<file path="src/rtl/alu_arbiter.sv">
// alu_arbiter: round-robin arbiter sharing one fixed-latency ALU between two requesters.
// Build option ALU_ARB_OPCHECK_EN: unknown opcodes are answered with resp_err instead of being issued.
module alu_arbiter #(
   parameter int WIDTH   = 32,
   parameter int ALU_LAT = 1
) (
   input  logic             clock,
   input  logic             reset,
   input  logic             req0_valid,
   input  logic             req1_valid,
   output logic             req0_ready,
   output logic             req1_ready,
   input  logic [WIDTH-1:0] req0_a,
   input  logic [WIDTH-1:0] req0_b,
   input  logic [WIDTH-1:0] req1_a,
   input  logic [WIDTH-1:0] req1_b,
   input  logic [3:0]       req0_op,
   input  logic [3:0]       req1_op,
   output logic [WIDTH-1:0] alu_a,
   output logic [WIDTH-1:0] alu_b,
   output logic [3:0]       alu_op,
   input  logic [WIDTH-1:0] alu_result,
   input  logic             alu_zero,
   output logic             resp_valid,
   input  logic             resp_ready,
   output logic             resp_id,
   output logic [WIDTH-1:0] resp_result,
   output logic             resp_zero,
   output logic             resp_err,
   output logic             busy
);

   // state | meaning
   // IDLE  | waiting for a request; the only state that asserts a ready
   // EXEC  | latched operands presented to the ALU for ALU_LAT cycles
   // RESP  | response held stable until the consumer takes it
   typedef enum logic [1:0] {
      IDLE = 2'd0,
      EXEC = 2'd1,
      RESP = 2'd2
   } state_t;

   localparam logic [3:0] LAT_LOAD = 4'(ALU_LAT - 1);

   state_t           state;
   state_t           state_nxt;
   logic             grant;
   logic             pick1;
   logic             gnt_bad;
   logic             rr_last;
   logic [3:0]       lat_cnt;
   logic [WIDTH-1:0] gnt_a;
   logic [WIDTH-1:0] gnt_b;
   logic [3:0]       gnt_op;
   logic [WIDTH-1:0] op_a;
   logic [WIDTH-1:0] op_b;
   logic [3:0]       op_q;
   logic             in_exec;

   // rr_last holds the most recent winner, so the other side wins a tie
   assign pick1  = (req0_valid && req1_valid) ? ~rr_last : req1_valid;
   assign gnt_a  = pick1 ? req1_a  : req0_a;
   assign gnt_b  = pick1 ? req1_b  : req0_b;
   assign gnt_op = pick1 ? req1_op : req0_op;

`ifdef ALU_ARB_OPCHECK_EN
   function automatic logic op_known(input logic [3:0] op);
      case (op)
         4'b0010, 4'b0111, 4'b1010, 4'b0110, 4'b0100,
         4'b1001, 4'b0101, 4'b1100, 4'b1101: op_known = 1'b1;
         default:                            op_known = 1'b0;
      endcase
   endfunction

   logic err_q;

   assign gnt_bad  = ~op_known(gnt_op);
   assign resp_err = err_q;
`else
   assign gnt_bad  = 1'b0;
   assign resp_err = 1'b0;
`endif

   always_comb begin
      state_nxt  = state;
      grant      = 1'b0;
      req0_ready = 1'b0;
      req1_ready = 1'b0;
      case (state)
         IDLE: begin
            if (!reset && (req0_valid || req1_valid)) begin
               grant     = 1'b1;
               state_nxt = gnt_bad ? RESP : EXEC;
            end
         end
         EXEC: begin
            if (lat_cnt == 4'd0) state_nxt = RESP;
         end
         RESP: begin
            if (resp_ready) state_nxt = IDLE;
         end
         default: state_nxt = IDLE;
      endcase
      req0_ready = grant && !pick1;
      req1_ready = grant &&  pick1;
   end

   always_ff @(posedge clock) begin
      if (reset) begin
         state       <= IDLE;
         rr_last     <= 1'b1;
         lat_cnt     <= '0;
         op_a        <= '0;
         op_b        <= '0;
         op_q        <= '0;
         resp_id     <= 1'b0;
         resp_result <= '0;
         resp_zero   <= 1'b0;
`ifdef ALU_ARB_OPCHECK_EN
         err_q       <= 1'b0;
`endif
      end else begin
         state <= state_nxt;
         if (grant) begin
            rr_last <= pick1;
            resp_id <= pick1;
            lat_cnt <= LAT_LOAD;
            op_a    <= gnt_a;
            op_b    <= gnt_b;
            op_q    <= gnt_op;
`ifdef ALU_ARB_OPCHECK_EN
            err_q   <= gnt_bad;
`endif
            // rejected opcodes go straight to RESP with a cleared payload
            if (gnt_bad) begin
               resp_result <= '0;
               resp_zero   <= 1'b0;
            end
         end
         if (state == EXEC) begin
            if (lat_cnt != 4'd0) begin
               lat_cnt <= lat_cnt - 4'd1;
            end else begin
               resp_result <= alu_result;
               resp_zero   <= alu_zero;
            end
         end
      end
   end

   assign in_exec    = (state == EXEC);
   assign alu_a      = in_exec ? op_a : '0;
   assign alu_b      = in_exec ? op_b : '0;
   assign alu_op     = in_exec ? op_q : 4'b0000;
   assign resp_valid = (state == RESP);
   assign busy       = (state != IDLE);

endmodule

</file>
<file path="config.mk">
export PLATFORM = sky130hd
export DESIGN_NAME = alu_arbiter
export DESIGN_NICKNAME = d
export VERILOG_FILES = /design/src/rtl/alu_arbiter.sv
export SDC_FILE = /design/constraint.sdc
export NUM_CORES = 1
export LEC_CHECK = 0
export ABC_AREA = 1
export CAP_MARGIN = 0
export CORE_AREA = 2 2 126 115
export DETAILED_ROUTE_END_ITERATION = 7
export DIE_AREA = 0 0 128 117
export PLACE_DENSITY = 0.86
export SLEW_MARGIN = 20
export SYNTH_ARGS = -nofsm -noshare
export SYNTH_HDL_FRONTEND = slang
export SYNTH_SLANG_ARGS = --single-unit
export TNS_END_PERCENT = 100
</file>
<file path="constraint.sdc">
create_clock -name clock -period 1.5 [get_ports clock]
set_clock_uncertainty 0.05 [all_clocks]
set_input_delay 0.15 -clock clock [delete_from_list [all_inputs] [get_ports clock]]
set_output_delay 0.15 -clock clock [all_outputs]
set_load 0.01 [all_outputs]
</file>
* Yosys cells after proc, flatten, opt, wreduce, memory -nomap -nowiden
Index checks and enable logic that the tools add are counted.
** Operators by class
- Add/sub/neg operators :: 1
- Equality and inequality tests :: 5
- Multiplexer cells :: 16
- Bitwise gates (word level) :: 2
- Reduce and logical (&&, ||, !) cells :: 13
** Operators with widths (count)
- $mux W32 :: 4
- $mux W4 :: 5
- $mux W2 :: 3
- $pmux W2 S3 :: 1
- $logic_and A1 B1 Y1 :: 4
- $logic_not A4 Y1 :: 1
- $ne A2 B1 Y1 const B :: 2
- $reduce_bool A4 Y1 :: 1
- $sub A4 B1 Y4 const B :: 1
- $mux W1 :: 3
- $reduce_and A3 Y1 :: 1
- $eq A2 B1 Y1 const B :: 1
- $eq A2 B2 Y1 const B :: 1
- $logic_not A1 Y1 :: 2
- $logic_not A2 Y1 :: 1
- $ne A2 B2 Y1 const B :: 1
- $not A1 Y1 :: 2
- $reduce_and A2 Y1 :: 1
- $reduce_bool A2 Y1 :: 1
- $logic_or A1 B1 Y1 :: 1
** Word-level totals
- Flip-flop bits (word level) :: 109
- Input port bits :: 174
- Output and inout port bits :: 107
- Word-level logic and storage cells :: 46

* Depth between registers and ports, before layout
Gate-level depths: netlist (run 1).
- Depth in word-level cells :: 7
- Gate-level depth with buffers :: 9
- Mapped depth without buffers :: 7

* Least setup slack after synthesis (run 1)
Ideal clock, no wire load.
- Kind :: reg2out
- From :: reg state[0]
- To :: out req1_ready
- Arrival :: 1119 ps
- Data required time :: 1300 ps
- Slack :: 181 ps
- Cell stages (with the launch flop) :: 8
- Buffers on the path :: 2
- Cell sequence :: dfxtp_1 nor2_2 nand3_4 inv_2 buf_6 buf_6 nand2_1 inv_1
** Between the ends
- Word-level cells in the longest chain between the ends :: 3
** RTL lines
- start: declaration :: RTL line 45 : state_t state;
- start signal: assignment :: RTL line 123 : state <= state_nxt;
- $logic_not A2 Y1 :: RTL line 89 : case (state)
- $mux W1 :: RTL line 89
- $logic_and A1 B1 Y1 :: RTL line 105 : req1_ready = grant && pick1;
- end: declaration :: RTL line 12 : output logic req1_ready,
Every way passes these cells.

* Final worst setup path (run 1)
- From :: reg state[0]
- To :: out alu_op[3]
** Between the ends
- Word-level cells in the longest chain between the ends :: 2
** RTL lines
- $eq A2 B1 Y1 :: RTL line 151 : assign in_exec = (state == EXEC);
- $mux W4 :: RTL line 154 : assign alu_op = in_exec ? op_q : 4'b0000;
- end: declaration :: RTL line 21 : output logic [3:0] alu_op,
Every way passes these cells.

==> results of run 1 <==
-- repair_timing --
action	in CTS	in global routing
setup endpoints to repair	105	143
cloned	5	11
resized for setup	328	220
setup buffers	1	3
pin swaps	1	13
-- power breakdown --
| group | leakage, nW | switching (mW) | internal [mW] |
|---|---|---|---|
| clock | 0.149 | 1.23 | 1.34 |
| combinational | 3.20 | 1.57 | 1.49 |
| sequential | 0.894 | 0.198 | 3.19 |
-- kinds of logic after synthesis --
kind of cell | after synthesis | share of synthesized area (%)
compound gates | 109 | 10.18
xor+xnor | 1 | 0.1635
fa+ha+maj | 1 | 0.2334
buf+inv | 145 | 11.11
flops | 109 | 40.72
other cells | 1 | 0.06998
simple gates | 504 | 37.52
-- critical path: cells and delay by family (launching register included) --
kind                   cells  cell delay, ns
AND/OR/NAND/NOR            2            0.26
buffers and inverters      2            0.34
flip-flops                 1            0.46
-- registers in the layout, summed over array words and instances (netlist names) --
signal and flops:
resp_result 32, state 2, resp_id 1, op_b 32, op_a 32, op_q 4, lat_cnt 4, rr_last 1
resp_zero 1
-- layout by cell type (no fill, tap or decap), types with 3 or more instances in the layout --
cell type / count
dfxtp_1: 107
o21ai_2: 5
buf_6: 37
nand3_1: 73
clkbuf_16: 14
buf_12: 8
inv_8: 6
inv_1: 77
buf_16: 6
o21ai_0: 9
nor2_4: 37
nand2_1: 284
buf_2: 39
nand2_2: 3
o21ai_1: 19
dlymetal6s2s_1: 19
buf_4: 18
a21oi_1: 73
nor2_2: 53
nor2_1: 50
clkdlybuf4s50_1: 186
inv_2: 3
-- routing by layer --
metal,part of all wire (%),track usage (%)
met3,7.5,8.227
met5,0,0
met1,40,28.07
met2,50,40.71
met4,2.2,6.593
-- worst max-delay path by stage --
stage	from	endpoint	slack, ns	depth (start not counted)
global placement	req0_valid	req0_ready	-0.27	7
CTS	state[1]	alu_a[15]	-0.17	5
floorplan	state[0]	req1_ready	0.18	7
detailed placement	req0_valid	req1_ready	-0.29	8
global route	state[0]	alu_op[3]	-0.16	4
finish	state[0]	alu_op[3]	-0.12	4
-- stage by stage --
step	power (mW)	hold slack, ns	setup WS (ns)	utilization (%)
global placement	5.672	0.4021	-0.2715	60.75
floorplan	4.515	0.2644	0.1807	-
global route	9.397	0.3586	-0.1628	69.34
CTS	8.489	0.2807	-0.1656	63.63
detailed placement	5.719	0.4052	-0.2904	60.75
finish	9.007	0.3434	-0.1215	69.34
-- final cells by class --
| cell class | instances | area, sq um |
|---|---|---|
| Inverter | 84 | 364.1 |
| Timing Repair inverter | 4 | 53.80 |
| Multi-Input combinational cell | 617 | 3080 |
| Timing Repair Buffer | 320 | 3312 |
| Clock inverter | 7 | 92.59 |
| Tap cell | 172 | 215.2 |
| Sequential cell | 109 | 2190 |
| Fill cell | 1116 | 4215 |
| Clock buffer | 9 | 225.2 |
==> results.py, run 1 <==
metrics = {
    "cells_and_area": {
        "fin_nets": 1320,
        "insertedDiodeCount": 0,
        "final_cell_area_sq_um": 9533,
        "syn_to_final_growth_pct": 77.89,
        "drive_above_1_share_pct": 21.65,
        "finalNonFillerCells": 1322,
    },
    "logic_synthesis": {
        "synth_ff_type": "dfxtp_1",
        "synth_most_common_cell": "nand2_1",
        "synth-seq-cells": 109,
        "seq_area_frac_synth_pct": 40.72,
        "avgSynthCellArea_sq_um": 6.160,
        "synth_commonest_cells": "287 x nand2_1, 139 x nor2_1, 109 x dfxtp_1",
        "async_flop_share_pct": 0,
        "netlist_top_cells_area": "dfxtp_1 41%, nand2_1 20%, nor2_1 9.7%",
        "synth_edf_count": 0,
        "synthDistinctLibCells": 20,
        "netlist_instances": 870,
        "synth_area_sq_um": 5359,
        "yosys_warnings": 0,
        "synth_top_cell_area_share_pct": 40.72,
        "yosys.area.top_type": "dfxtp_1",
        "syn_nets": 1045,
    },
    "critical_path": {
        "worstPathRequired_ns": 1.30,
        "cp-start-kind": "flip-flop",
        "cp.arrival_ns": 1.42,
        "r2r-start": "state[0]",
        "crit_type": "flip-flop to output pin",
        "max_stage_delay_ns": 0.46,
        "rrSetupSlack_ns": -0.08,
        "crit_fanout": 6,
        "r2r_end": "resp_result[8]",
        "cp_cell_sequence": "nand2_8 > buf_16 > nor2_2 > buf_2",
        "ff2ff_path_depth": 7,
        "cp-end-kind": "output pin",
        "cp_slowest_cell": "dfxtp_4",
    },
    "sta": {
        "min_period_ns": 1.621,
        "slew-limit-headroom_pct": 43.19,
        "finalSetupViolations": 91,
        "max_freq_ghz": 0.6167,
        "fin_crit_sh_pct": 108.1,
        "rsz0062_at_grt": "true",
        "setup_tns_ns": -2.784,
        "setup_ws_ns": -0.1215,
        "finalHoldViolCount": 0,
        "tightestPinTransition_ns": 0.8522,
        "slew_viol_final": 0,
    },
    "die": {
        "io_pins": 281,
        "start_util_pct": 38.98,
        "die_h_um": 117,
        "dieArea_sq_um": 14980,
        "core-area_sq_um": 13750,
        "die_w_um": 128,
        "placementRows": 41,
    },
    "grt": {
        "grt_max_degree": 75,
        "antenna_found_initial": 0,
        "grt_pass1_vias": 5738,
        "grt_util_all_layers_pct": 23.57,
        "grt_overflow": 0,
        "grt_pass1_wl_mm": 27.97,
    },
    "status": {
        "outcome": "finished, violations left",
        "violations": "setup timing",
    },
    "hold_path": {
        "min_from": "alu_result[30]",
        "min_path_cells": 3,
        "hold_class": "input pin to flip-flop",
        "min_to": "resp_result[30]",
    },
    "clock_network": {
        "cts-buffers-inserted": 9,
        "cts.path.max_buffers": 2,
        "clk_pin_slew_ns": 0.08,
        "cts_hold_buf": 0,
        "cts.root.buffer_cell": "clkbuf_16",
        "cts_tree": "built",
        "clk_latency_ns": 0.36,
        "clock-sinks": 109,
        "cts_max_level": 3,
    },
    "power": {
        "p_per_area_nw_per_um2": 944.8,
        "ir_worst_vdd_uv": 662.4,
        "leakage_nw": 4.241,
    },
    "placed_design": {
        "dp_hpwl_mm": 12.18,
        "dp.cells": 1286,
        "port_buffers": 279,
        "gp_congestion": 0.8068,
        "dpl_cell_area_sq_um": 8352,
    },
    "detailed_routing": {
        "drc": 0,
        "drt-total-wl_mm": 20.90,
        "drtIter0Drc": 382,
        "ant_nets": 0,
        "wire_per_inst_um": 15.81,
        "via_per_inst": 4.974,
        "firstDrtPassIters": 5,
        "num_vias": 6575,
    },
    "flow_run": {
        "maxCapViolations": 0,
    },
}
(Power assumes the default switching activity.)
==> inputs of run 2 (changes only) <==
--- a/config.mk
+++ b/config.mk
@@ -10,6 +10,7 @@
 export CORE_AREA = 2 2 126 115
 export DETAILED_ROUTE_END_ITERATION = 7
 export DIE_AREA = 0 0 128 117
+export GPL_ROUTABILITY_DRIVEN = 1
 export PLACE_DENSITY = 0.86
 export SLEW_MARGIN = 20
 export SYNTH_ARGS = -nofsm -noshare
==> results of run 2 <==
No change in the layout: final DEF, timing and power equal those of run 1.
